## config.mk

```make
export PLATFORM = sky130hd
export DESIGN_NAME = if_fetch_stage_flat
export DESIGN_NICKNAME = d
export VERILOG_FILES = /design/src/rtl/cpu_pkg.sv /design/src/rtl/if_fetch_stage_if.sv /design/src/rtl/if_next_pc.sv /design/src/rtl/if_fetch_stage.sv /design/src/flat_wrapper.sv
export SDC_FILE = /design/constraint.sdc
export NUM_CORES = 1
export LEC_CHECK = 0
export CORE_ASPECT_RATIO = 1.75
export CORE_MARGIN = 4
export CORE_UTILIZATION = 40
export CTS_CLUSTER_DIAMETER = 150
export DETAILED_ROUTE_END_ITERATION = 12
export GPL_ROUTABILITY_DRIVEN = 0
export PLACE_DENSITY = 0.93
export SLEW_MARGIN = 10
export SYNTH_ARGS = -nofsm -noshare
export SYNTH_HDL_FRONTEND = slang
export SYNTH_SLANG_ARGS = --single-unit
export TNS_END_PERCENT = 30
```

## constraint.sdc

```tcl
create_clock -name clk -period 5.71 [get_ports clk]
set_clock_uncertainty 0.2 [all_clocks]
set_input_delay 1.142 -clock clk [delete_from_list [all_inputs] [get_ports clk]]
set_output_delay 1.142 -clock clk [all_outputs]
set_load 0.01 [all_outputs]
```

## src/rtl/cpu_pkg.sv

```systemverilog
// rtl/cpu_pkg.sv - shared CPU encodings for the fetch stage
package cpu_pkg;

  typedef enum logic {
    FETCH_RUN    = 1'b0,
    FETCH_HALTED = 1'b1
  } fetch_state_t;

  localparam logic [31:0] INS_HALT_BUBBLE = 32'h0000_000c;
  localparam logic [31:0] NOP             = 32'h0000_0000;

  typedef enum logic [2:0] {
    PC_SEQ,
    PC_BR,
    PC_JR,
    PC_JMP,
    PC_HOLD
  } pc_sel_t;

  function automatic logic [31:0] word_align(input logic [31:0] addr);
    return addr & 32'hFFFF_FFFC;
  endfunction

endpackage

```

## src/rtl/if_fetch_stage_if.sv

```systemverilog
// rtl/if_fetch_stage_if.sv - instruction-memory read port between fetch and imem
interface if_fetch_stage_if #(
  parameter int IMEM_AW = 10
);
  logic [IMEM_AW-1:0] imem_addr;
  logic [31:0]        imem_data;

  modport master (output imem_addr, input imem_data);
  modport slave  (input imem_addr, output imem_data);
endinterface

```

## src/rtl/if_next_pc.sv

```systemverilog
// rtl/if_next_pc.sv - next-PC priority select and target alignment
module if_next_pc
  import cpu_pkg::*;
(
  input  logic [31:0] pc,
  input  logic        halted,
  input  logic        halt_req,
  input  logic        stall,
  input  logic        br_taken,
  input  logic [31:0] br_target,
  input  logic        jr,
  input  logic [31:0] jr_target,
  input  logic        jmp,
  input  logic [31:0] jmp_target,
  output logic [31:0] next_pc,
  output pc_sel_t     pc_sel
);

  // EX branch beats ID redirects: it belongs to the older instruction
  always_comb begin
    pc_sel = PC_SEQ;
    if (br_taken)                        pc_sel = PC_BR;
    else if (jr)                         pc_sel = PC_JR;
    else if (jmp)                        pc_sel = PC_JMP;
    else if (halted || halt_req || stall) pc_sel = PC_HOLD;
  end

  always_comb begin
    next_pc = pc + 32'd4;
    case (pc_sel)
      PC_BR:   next_pc = word_align(br_target);
      PC_JR:   next_pc = word_align(jr_target);
      PC_JMP:  next_pc = word_align(jmp_target);
      PC_HOLD: next_pc = pc;
      default: next_pc = pc + 32'd4;
    endcase
  end

endmodule

```

## src/rtl/if_fetch_stage.sv

```systemverilog
// rtl/if_fetch_stage.sv - PC register, halt/resume FSM and fetch counter
module if_fetch_stage
  import cpu_pkg::*;
#(
  parameter logic [31:0] RESET_PC = 32'h0000_0000,
  parameter int          IMEM_AW  = 10,
  parameter int          CNT_W    = 32
) (
  input  logic                 clk,
  input  logic                 rst,
  input  logic                 stall,
  input  logic                 br_taken,
  input  logic [31:0]          br_target,
  input  logic                 jmp,
  input  logic [31:0]          jmp_target,
  input  logic                 jr,
  input  logic [31:0]          jr_target,
  input  logic                 halt_req,
  input  logic                 go,
  if_fetch_stage_if.master     imem,
  output logic [31:0]          ins_o,
  output logic [31:0]          pc_o,
  output logic                 flush_o,
  output logic                 halted_o,
  output logic [CNT_W-1:0]     fetch_cnt
);

  fetch_state_t state, state_nxt;
  logic [31:0]  pc, next_pc;
  pc_sel_t      pc_sel;
  logic         redirect;

  if_next_pc u_next_pc (
    .pc         (pc),
    .halted     (state == FETCH_HALTED),
    .halt_req   (halt_req),
    .stall      (stall),
    .br_taken   (br_taken),
    .br_target  (br_target),
    .jr         (jr),
    .jr_target  (jr_target),
    .jmp        (jmp),
    .jmp_target (jmp_target),
    .next_pc    (next_pc),
    .pc_sel     (pc_sel)
  );

  assign redirect       = br_taken | jr | jmp;
  assign flush_o        = redirect;
  assign halted_o       = (state == FETCH_HALTED);
  assign imem.imem_addr = pc[IMEM_AW+1:2];
  assign pc_o           = pc + 32'd4;
  assign ins_o          = (state == FETCH_HALTED) ? INS_HALT_BUBBLE : imem.imem_data;

  always_ff @(posedge clk) begin
    if (rst) state <= FETCH_RUN;
    else     state <= state_nxt;
  end

  // A redirect while halted still moves the PC (see next-PC mux) but keeps the state
  always_comb begin
    state_nxt = state;
    case (state)
      FETCH_RUN:    if (halt_req && !redirect) state_nxt = FETCH_HALTED;
      FETCH_HALTED: if (go)                    state_nxt = FETCH_RUN;
      default:      state_nxt = FETCH_RUN;
    endcase
  end

  // PC_SEQ in RUN means no stall, no halt request and no redirect this cycle
  always_ff @(posedge clk) begin
    if (rst) begin
      pc        <= RESET_PC;
      fetch_cnt <= '0;
    end else begin
      pc <= next_pc;
      if (state == FETCH_RUN && pc_sel == PC_SEQ)
        fetch_cnt <= fetch_cnt + 1'b1;
    end
  end

endmodule

```

## src/flat_wrapper.sv

```systemverilog
// flat-port wrapper written by rule: the top's interface ports become plain ports
module if_fetch_stage_flat import cpu_pkg::*;
#(
  parameter logic [31:0] RESET_PC = 32'h0000_0000,
  parameter int          IMEM_AW  = 10,
  parameter int          CNT_W    = 32
)
  (clk, rst, stall, br_taken, br_target, jmp, jmp_target, jr, jr_target, halt_req, go, ins_o, pc_o, flush_o, halted_o, fetch_cnt, imem_imem_addr, imem_imem_data);
  if_fetch_stage_if #(.IMEM_AW(IMEM_AW)) imem_i ();
  input  logic clk;
  input  logic rst;
  input  logic stall;
  input  logic br_taken;
  input  logic [31:0] br_target;
  input  logic jmp;
  input  logic [31:0] jmp_target;
  input  logic jr;
  input  logic [31:0] jr_target;
  input  logic halt_req;
  input  logic go;
  output logic [31:0] ins_o;
  output logic [31:0] pc_o;
  output logic flush_o;
  output logic halted_o;
  output logic [CNT_W-1:0] fetch_cnt;
  output wire logic [$bits(imem_i.imem_addr)-1:0] imem_imem_addr;
  input wire logic [$bits(imem_i.imem_data)-1:0] imem_imem_data;
  assign imem_imem_addr = imem_i.imem_addr;
  assign imem_i.imem_data = imem_imem_data;
  if_fetch_stage #(.RESET_PC(RESET_PC), .IMEM_AW(IMEM_AW), .CNT_W(CNT_W)) u_core (.clk(clk), .rst(rst), .stall(stall), .br_taken(br_taken), .br_target(br_target), .jmp(jmp), .jmp_target(jmp_target), .jr(jr), .jr_target(jr_target), .halt_req(halt_req), .go(go), .imem(imem_i), .ins_o(ins_o), .pc_o(pc_o), .flush_o(flush_o), .halted_o(halted_o), .fetch_cnt(fetch_cnt));
endmodule
```

==> metrics.txt, run 1 <==
status=finished clean; Post-CTS Hold Fix Bufs=0; share of layout cells above drive strength 1=4.96%; peak supply drop=0.169 mV; CP startpoint kind=flop; Rows=50; Critical Path End Type=output pin; Post-synth EDFFs=0; post-synthesis mux area share=0%; register share of total power=roughly a third; area occupied by registers=0.00126 mm²; Cell variety after synth=47; Top Usage Layer GRT=met2; Multi-input gate area=0.00286 mm²; CP arrival=between 3 and 4 ns; max-cap viol count=0; register area share after synthesis=roughly 29%; met3 Use GR=5.72%; CTS tree=built; die footprint=0.0128 mm²; Resized Gates After CTS=0; P_leak=between 2 and 2.5 nW; core area=0.0108 mm²; WL/cell=18.1 µm; worst-margin pin slew=1.16 ns; post-route ant nets=0; GR Layer Usage met1=between 20% and 30%; first-pass GRT wire length=25,500 µm; TritonCTS Sinks=63; xor/xnor share of the synthesized area=~14%; Main synth FF type=dfxtp_1; DRT Pass-1 Iters=5; RSZ-0062 raised after global routing=no; internal power=between 1 and 1.5 mW; crit path time final=about 4.5 ns; Die X=87.4 µm; Crit Path Category=reg -> out; Syn Area/Cell=about 7.5 µm²; DRC Markers=0; Vias=5,142; CP max FO=7; TNS Setup=0 ns; DR vias/cell=5.61; final core occ=65.3%; initial core utilization=41.0%; Synth Area in Adders=less than 1%; Cells after Synth=585; Clock Pin Slew Worst Setup and Hold Paths=~0.060 ns; Worst Path Required=4.37 ns; fin nets=919; max-slew violation count=0; H-tree level count=3; share of Yosys cell area claimed by the top area cell type=28.6%; #FFs+latches synth=63; Pwr per Cell Area=197 mW/mm²; critical path's slowest cell=or4_1; clk buf depth=2; post-synthesis compound-gate area fraction=approximately 16%; Synth Area in Simple Gates=between 30 and 40%; number of fill cells=approximately 920; gr ovfl total=0; yosys warns=0; # setup viols final=0; ys async rst share=0%; clk root buf=clkbuf_16; largest family of logic cells by synthesized area=simple AND/OR/NAND/NOR gates; Final period util=78.7%; final hold viol count=0; Mapped Area=0.00441 mm²; Critical Path Max Stage Delay=0.76 ns; Die Height=147 µm; setup bufs post-CTS=0; area leader, netlist=dfxtp_1; Hold WC Path Type=reg -> reg; relative slew slack=22.4%; IO Pins=~240; crit-path cells=ha_1, nand3_2, or4_1, or2_2, nor2_1, xnor2_1, clkdlybuf4s50_1; 1st-iter DRT viols=around 250; Final WS setup=1.22 ns; Routed WL=between 15,000 and 20,000 µm; # diodes=0; Clock Power Share=a little over two fifths; NetSw=360 µW; switching part of the total power=between 20% and 30%; M2 GR Usage=about 45%; largest net degree at the start of global routing=61; initial antenna violation count=1; synthesis-to-layout area growth=59.3%; largest cells by area after synthesis=dfxtp_1 29%, xor2_1 8.3%, nor2_1 6.4%; Num CTS Buffers=9; vias in the first global route=5,099; total track usage=25.3%; clk_lat worst skew=0.33 ns; HPWL after DPL=12,700 µm; f_max=roughly 0.22 GHz; Comb pwr share=a little over a fifth; pre-CTS setup slack=between 1 and 1.5 ns; Port Buf Inserts=235
routing by layer:
| layer | wire [µm] | vias to the layer above |
|---|---|---|
| li1 | - | 2470 |
| met1 | 6050 | 2404 |
| met2 | 8850 | 236 |
| met3 | 1210 | 30 |
| met4 | 419 | 2 |
| met5 | 12 | - |
power by group through the flow:
stage	Sequential [mW]	Combinational, mW	Clock (mW)
after CTS	0.484	0.297	0.610
after global placement	0.493	0.292	0
final	0.485	0.296	0.603
after floorplan	0.478	0.133	0
after global routing	0.488	0.315	0.634
after detailed placement	0.494	0.295	0
cell usage in the layout, fill, tap and decap left out, types with 2 or more instances in the layout:
cell               n
clkdlybuf4s50_1  233
nor2_1            75
dfxtp_1           63
xor2_1            42
a21oi_1           35
nand2_1           34
nor2b_1           32
nand4_1           30
xnor2_1           30
a22oi_1           29
nand3_1           27
nor4_1            15
nor3_1            10
and3_1            10
o22ai_1            9
clkbuf_16          9
and4_1             7
o31a_1             7
buf_4              7
or4_1              6
o21ai_0            6
a221oi_1           6
inv_1              5
nor3_2             5
and2_1             5
o21ai_1            5
or2_2              4
nand4b_1           4
or3_1              3
nand3b_1           3
o211ai_1           3
inv_6              3
nand2b_1           2
ha_1               2
conb_1             2
clkinv_4           2
bufinv_16          2
buf_2              2
critical path: cells and delay by family, from the launching register on:
| kind | cells | cell delay [ns] |
|---|---|---|
| AND/OR/NAND/NOR | 4 | 1.46 |
| XOR/XNOR | 1 | 0.13 |
| buffers and inverters | 1 | 0.54 |
| flip-flops | 1 | 0.42 |
| adder cells (fa/ha/maj) | 1 | 0.28 |
flip-flops by register name (all words and copies together) (netlist names):
register,cells
u_core.fetch_cnt,32
u_core.pc,30
u_core.halted_o,1
layout make-up:
cell class | instances | area share (%)
Multi-Input combinational cell | 459 | 40.6
Sequential cell | 63 | 18.0
Tap cell | 130 | 2.32
Clock inverter | 7 | 1.48
Clock buffer | 9 | 3.21
Inverter | 6 | 0.321
Timing Repair Buffer | 242 | 34.1
cell usage after synthesis, types with 2 or more instances:
library cell  count
and3_1           10
clkbuf_1         30
buf_4            12
nor2b_1          33
o31a_1            7
o211ai_1          3
dfxtp_1          63
nand3b_1          3
a221oi_1          6
o21ai_0           6
a22oi_1          29
and2_1            5
buf_2             9
or4_1             6
and4_1            7
inv_1             5
or3_1             3
xor2_1           42
nor4_1           15
ha_1              2
nand2b_1          2
nor3_1           11
nor2_1           75
nor3_2            4
or2_2             4
nand4_1          30
o21ai_1           5
buf_1             6
nand3_1          27
o22ai_1           9
xnor2_1          30
a21oi_1          35
nand2_1          34
nand4b_1          4
final timing paths:
path                               startpoint                                 to  slack, ns  cells past startpoint
min reg2reg  u_core.fetch_cnt[1]$_SDFFE_PP0P_   u_core.fetch_cnt[1]$_SDFFE_PP0P_       0.31                      2
max                 u_core.pc[2]$_SDFFE_PP0P_                           pc_o[22]       1.22                      7
max reg2reg        u_core.halted_o$_SDFF_PP0_  u_core.fetch_cnt[30]$_SDFFE_PP0P_       2.76                      6
min          u_core.fetch_cnt[1]$_SDFFE_PP0P_   u_core.fetch_cnt[1]$_SDFFE_PP0P_       0.31                      2
kinds of logic after synthesis:
group | after synthesis
XOR/XNOR | 72
other | 1
adder cells (fa/ha/maj) | 2
flip-flops | 63
AND/OR/NAND/NOR | 276
AO/OA/AOI/OAI | 107
buffers and inverters | 64
per-stage QoR:
| stage | cells | hold WS [ns] | power, mW | cell area, µm² |
|---|---|---|---|---|
| finish | 916 | 0.311 | 1.38 | 7030 |
| global route | 916 | 0.358 | 1.44 | 7030 |
| CTS | 916 | 0.307 | 1.39 | 7030 |
| detailed placement | 900 | 0.295 | 0.789 | 6700 |
| global placement | 900 | 0.286 | 0.785 | 6700 |
| floorplan | 586 | 0.308 | 0.611 | 4410 |
No activity file was read; power rests on OpenSTA's default activity.
==> run 2, diff against run 1 <==
==> constraint.sdc (replaced) <==
create_clock -name clk -period 4.15 [get_ports clk]
set_clock_uncertainty 0.2 [all_clocks]
set_input_delay 0.83 -clock clk [delete_from_list [all_inputs] [get_ports clk]]
set_output_delay 0.83 -clock clk [all_outputs]
set_load 0.01 [all_outputs]
==> run 2 against run 1 <==
Against the previous run: register-to-register slack got worse by 1.2 ns; critical path depth stayed put; utilization grew 0.69 points; first-iteration DRC count up 6.5%; via count up 0.74%; count of clock-buffer cells in the layout unchanged; design area increased by 1.1%; critical path type unchanged; worst setup slack got worse by 1.0 ns; critical endpoint unchanged; sequential cell count unchanged; global-route usage grew 0.085 points; sequential share of layout area fell by 0.17 points.
==> metrics.txt, run 2 (synthesized netlist as in run 1, its figures left out) <==
status=finished clean (unchanged); placed cell areas=0.00673 mm² (was 0.00670 mm²); clk root buf=clkbuf_16 (unchanged); Final period util=94.8%; f_max=between 0.2 and 0.3 GHz; number of fill cells=851 (was 917); Crit Path Category=reg -> out (unchanged); gr ovfl total=0 (unchanged); CTS tree=built (unchanged); Largest Register=u_core.fetch_cnt (unchanged); Rows=50 (unchanged); P_leak=2.51 nW (was 2.45 nW); fin nets=924 (was 919); Final WS setup=0.217 ns (was 1.22 ns); Port Buf Inserts=235 (unchanged); first-pass GRT wire length=25,700 µm (was 25,500 µm); vias in the first global route=5,090 (was 5,099); synthesis-to-layout area growth=61.0% (was 59.3%); WL/cell=18.3 µm (was 18.1 µm); reg2reg path depth=5 (was 6); post-route ant nets=0 (unchanged); Die X=87.4 µm (unchanged); relative slew slack=23.3% (was 22.4%); Die Height=147 µm (unchanged); core area=0.0108 mm² (unchanged); critical path's slowest cell=or4_4 (was or4_1); largest net degree at the start of global routing=61 (unchanged); most common cell after layout, fill and taps aside=clkdlybuf4s50_1 (unchanged); DRT Pass-1 Iters=5 (unchanged); Hold WC Path Type=reg -> reg (unchanged); crit-path cells=ha_1, nand3_2, or4_4, or2_2, nor2_1, xnor2_1, clkdlybuf4s50_1 (was ha_1, nand3_2, or4_1, or2_2, nor2_1, xnor2_1, clkdlybuf4s50_1); TritonCTS Sinks=63 (unchanged); max-cap viol count=0 (unchanged); CP max FO=7 (unchanged); # setup viols final=0 (unchanged); initial antenna violation count=0 (was 1); share of layout cells above drive strength 1=5.94% (was 4.96%); total track usage=25.3% (about the same); peak supply drop=0.277 mV (was 0.169 mV); TNS Setup=0 ns (unchanged); CP arrival=2.90 ns (was 3.15 ns); CP startpoint kind=flop (unchanged); max FFs per register=32 (unchanged); most frequent cells in the layout=233 x clkdlybuf4s50_1, 75 x nor2_1, 62 x dfxtp_1 (was 233 x clkdlybuf4s50_1, 75 x nor2_1, 63 x dfxtp_1); Critical Path Max Stage Delay=0.65 ns (was 0.76 ns); HPWL after DPL=13,000 µm (was 12,700 µm); crit path time final=3.93 ns; clk buf depth=2 (unchanged); Hold Crit Depth=2 (unchanged); delay-heaviest family, CP=simple AND/OR/NAND/NOR gates (unchanged); CP Depth=7 (unchanged); IO Pins=244 (unchanged); Vias=5,180 (was 5,142); Final Cell Area=0.00710 mm² (was 0.00703 mm²); clk_lat worst skew=0.33 ns (about the same); Post-CTS Hold Fix Bufs=0 (unchanged); hold slack=0.306 ns (was 0.311 ns); Clock Pin Slew Worst Setup and Hold Paths=0.06 ns (about the same); pre-CTS setup slack=0.455 ns (was 1.36 ns); Num CTS Buffers=9 (unchanged); worst-margin pin slew=1.14 ns (was 1.16 ns); H-tree level count=3 (unchanged); setup bufs post-CTS=0 (unchanged); RSZ-0062 raised after global routing=no (unchanged); 1st-iter DRT viols=264 (was 248); die footprint=0.0128 mm² (unchanged); Critical Path End Type=output pin (unchanged); final core occ=66.0% (was 65.3%); # diodes=0 (unchanged); initial core utilization=41.0% (unchanged); Routed WL=16,800 µm (was 16,500 µm); Pwr per Cell Area=277 mW/mm² (was 197 mW/mm²); final hold viol count=0 (unchanged); Worst Path Required=3.12 ns (was 4.37 ns); CP bufs+invs=1 (unchanged); max-slew violation count=0 (unchanged); Resized Gates After CTS=0 (unchanged); DRC Markers=0 (unchanged); DR vias/cell=5.62 (was 5.61)
==> run 2: path summary, 6_finish.rpt <==
path	startpoint	to	slack (ns)
max	u_core.pc[3]$_SDFFE_PP0P_	pc_o[22]	0.22
min	u_core.fetch_cnt[1]$_SDFFE_PP0P_	u_core.fetch_cnt[1]$_SDFFE_PP0P_	0.31
max reg2reg	u_core.halted_o$_SDFF_PP0_	u_core.pc[30]$_SDFFE_PP0P_	1.58
min reg2reg	u_core.fetch_cnt[1]$_SDFFE_PP0P_	u_core.fetch_cnt[1]$_SDFFE_PP0P_	0.31
==> run 2: final cells by class <==
class | instances | area, µm² | area share (%)
multi-input cells | 459 | 2870 | 40.4
well taps | 130 | 163 | 2.29
inverters | 6 | 22.5 | 0.317
repair buffers | 247 | 2430 | 34.3
clock buffers | 9 | 225 | 3.17
clock inverters | 7 | 125 | 1.76
flip-flops and latches | 63 | 1260 | 17.8
==> run 2: power breakdown <==
part           leakage, nW  internal, mW  switching, mW
Clock                0.171         0.595          0.297
Sequential           0.515         0.626         0.0393
Combinational         1.82         0.250          0.162
==> run 2: per-layer routing <==
layer,part of all wire (%),global-route usage [%]
met1,36,28.0
met2,54,45.8
met3,6.7,4.94
met4,2.9,10.6
met5,0,0
==> run 2: worst reg2reg max path: stages (launching register included) <==
cell and delay [ns]:
dfxtp_2 0.51, or3_1 0.62, or4_1 0.55, o31a_1 0.27
o21ai_0 0.19, a21oi_1 0.09
==> run 2: through the flow <==
stage	instances	total power [mW]
2_1_floorplan	586	0.840
3_3_place_gp	905	1.08
3_5_place_dp	905	1.09
4_1_cts	921	1.98
5_1_grt	921	2.04
6_report	921	1.97
==> run 3, diff against run 2 <==
--- a/config.mk
+++ b/config.mk
@@ -12,7 +12,6 @@
 export DETAILED_ROUTE_END_ITERATION = 12
 export GPL_ROUTABILITY_DRIVEN = 0
 export PLACE_DENSITY = 0.93
-export SLEW_MARGIN = 10
 export SYNTH_ARGS = -nofsm -noshare
 export SYNTH_HDL_FRONTEND = slang
 export SYNTH_SLANG_ARGS = --single-unit
==> run 3 against run 2 <==
Against the previous run: combinational power barely moved; routed wire length unchanged; utilization about the same; count of clock-buffer cells in the layout stayed put; power about the same; register-to-register slack got worse by 0.28 ns; critical path depth did not move; global-route usage unchanged; worst setup slack is the same; first-iteration DRC count unchanged; via count stayed put; sequential cell count did not move; critical endpoint unchanged; largest cell class unchanged.
==> metrics.txt, run 3 (synthesized netlist as in run 1, its figures left out) <==
# diodes=0 (unchanged); TritonCTS Sinks=63 (unchanged); area occupied by registers=0.00126 mm² (about the same); synthesis-to-layout area growth=61.0% (about the same); Post-CTS Hold Fix Bufs=0 (unchanged); core area=0.0108 mm² (unchanged); delay-heaviest family, CP=simple AND/OR/NAND/NOR gates (unchanged); # setup viols final=0 (unchanged); fin nets=924 (unchanged); DR vias/cell=5.62 (unchanged); die footprint=0.0128 mm² (unchanged); max FFs per register=32 (unchanged); Rows=50 (unchanged); Vias=5,180 (unchanged); CP startpoint kind=flop (unchanged); f_max=0.254 GHz (unchanged); total track usage=25.3% (unchanged); Crit. Startpoint=u_core.pc[3]$_SDFFE_PP0P_ (unchanged); clk_lat worst skew=0.33 ns (about the same); Crit Path Category=reg -> out (unchanged); Die X=87.4 µm (unchanged); first-pass GRT wire length=25,700 µm (unchanged); CP max FO=7 (unchanged); Final Cell Area=0.00710 mm² (about the same); Die Height=147 µm (unchanged); CTS tree=built (unchanged); CP arrival=2.90 ns (about the same); final hold viol count=0 (unchanged); Port Buf Inserts=235 (unchanged); Final period util=94.8% (unchanged); max-slew violation count=0 (unchanged); gr ovfl total=0 (unchanged); initial core utilization=41.0% (unchanged); DRT Pass-1 Iters=5 (unchanged); DRC Markers=0 (unchanged); vias in the first global route=5,090 (unchanged); FF-to-FF Start=u_core.halted_o$_SDFF_PP0_ (unchanged); TNS Setup=0 ns (unchanged); most common cell after layout, fill and taps aside=clkdlybuf4s50_1 (unchanged); share of layout cells above drive strength 1=5.82% (was 5.94%); number of fill cells=851 (unchanged); status=finished clean (unchanged); clk buf depth=2 (unchanged); placed cell areas=0.00673 mm² (unchanged); Critical Path Max Stage Delay=0.65 ns (about the same); RSZ-0062 raised after global routing=no (unchanged); worst hold start=u_core.fetch_cnt[1]$_SDFFE_PP0P_ (unchanged); Largest Register=u_core.fetch_cnt (unchanged); WL/cell=18.3 µm (unchanged); clk root buf=clkbuf_16 (unchanged); IO Pins=244 (unchanged); r2r setup slk=1.30 ns (was 1.58 ns); initial antenna violation count=0 (unchanged); 1st-iter DRT viols=264 (unchanged); Multi-input gate area=0.00287 mm² (unchanged); worst-margin pin slew=1.19 ns (was 1.14 ns); CP bufs+invs=1 (unchanged); Routed WL=16,800 µm (unchanged); crit-path cells=ha_1, nand3_2, or4_4, or2_2, nor2_1, xnor2_1, clkdlybuf4s50_1 (unchanged); HPWL after DPL=13,000 µm (unchanged); crit path time final=3.93 ns (unchanged); relative slew slack=20.3% (was 23.3%); largest net degree at the start of global routing=61 (unchanged); post-route ant nets=0 (unchanged); Pwr per Cell Area=277 mW/mm² (about the same); max-cap viol count=0 (unchanged); peak supply drop=0.277 mV (unchanged); P_leak=2.51 nW (about the same); Worst Path Required=3.12 ns (about the same); H-tree level count=3 (unchanged); Critical Path End Type=output pin (unchanged); Hold WC Path Type=reg -> reg (unchanged); most frequent cells in the layout=233 x clkdlybuf4s50_1, 75 x nor2_1, 63 x dfxtp_1 (was 233 x clkdlybuf4s50_1, 75 x nor2_1, 62 x dfxtp_1); critical path's slowest cell=or4_4 (unchanged); Clock Pin Slew Worst Setup and Hold Paths=0.06 ns (about the same); Num CTS Buffers=9 (unchanged)
==> run 3: cell count changes in the layout (fill, tap and decap cells not counted) <==
cell / change
dfxtp_1: +1
dfxtp_2: -1
==> run 3: layout make-up <==
cell class | count | area share [%]
Multi-Input combinational cell | 459 | 40.4
Clock inverter | 7 | 1.76
Tap cell | 130 | 2.29
Clock buffer | 9 | 3.17
Inverter | 6 | 0.317
Sequential cell | 63 | 17.8
Timing Repair Buffer | 247 | 34.3
==> run 3: what timing repair did <==
| item | 4_1_cts | 5_1_grt |
|---|---|---|
| setup endpoints to repair | 0 | 4 |
| setup buffers | 0 | 0 |
| resized for setup | 0 | 3 |
==> run 3: worst reg2reg max path: cells and delay by family (launching register included) <==
kind             cells  cell delay (ns)
flip-flops           1             0.70
AND/OR/NAND/NOR      2             1.28
AO/OA/AOI/OAI        3             0.55
==> run 3: path summary, 6_finish.rpt <==
path                                                          to  depth (start not counted)
worst max-delay path                                    pc_o[22]                          7
worst min-delay path            u_core.fetch_cnt[1]$_SDFFE_PP0P_                          2
worst max register to register        u_core.pc[30]$_SDFFE_PP0P_                          5
worst min register to register  u_core.fetch_cnt[1]$_SDFFE_PP0P_                          2
==> run 3: per-stage QoR <==
step	total power [mW]	hold slack (ns)	cells	setup slack, ns	util, %
global route	2.04	0.337	921	0.0494	66.0
detailed placement	1.09	0.295	905	0.455	62.6
global placement	1.08	0.278	905	0.481	62.6
finish	1.97	0.306	921	0.217	66.0
CTS	1.98	0.304	921	0.0874	65.8
floorplan	0.840	0.308	586	1.08	-
==> run 3: layer usage <==
metal / vias up / part of all wire (%) / GRT usage [%]
met1: 2410 / 36 / 28.0
met5: - / 0 / 0
li1: 2482 / - / -
met3: 43 / 6.7 / 4.94
met4: 0 / 2.9 / 10.6
met2: 245 / 54 / 45.8
==> run 3: where the power goes <==
group / internal, mW / switching [mW]
combinational: 0.250 / 0.162
sequential: 0.626 / 0.0393
clock: 0.595 / 0.297
total: 1.47 / 0.497
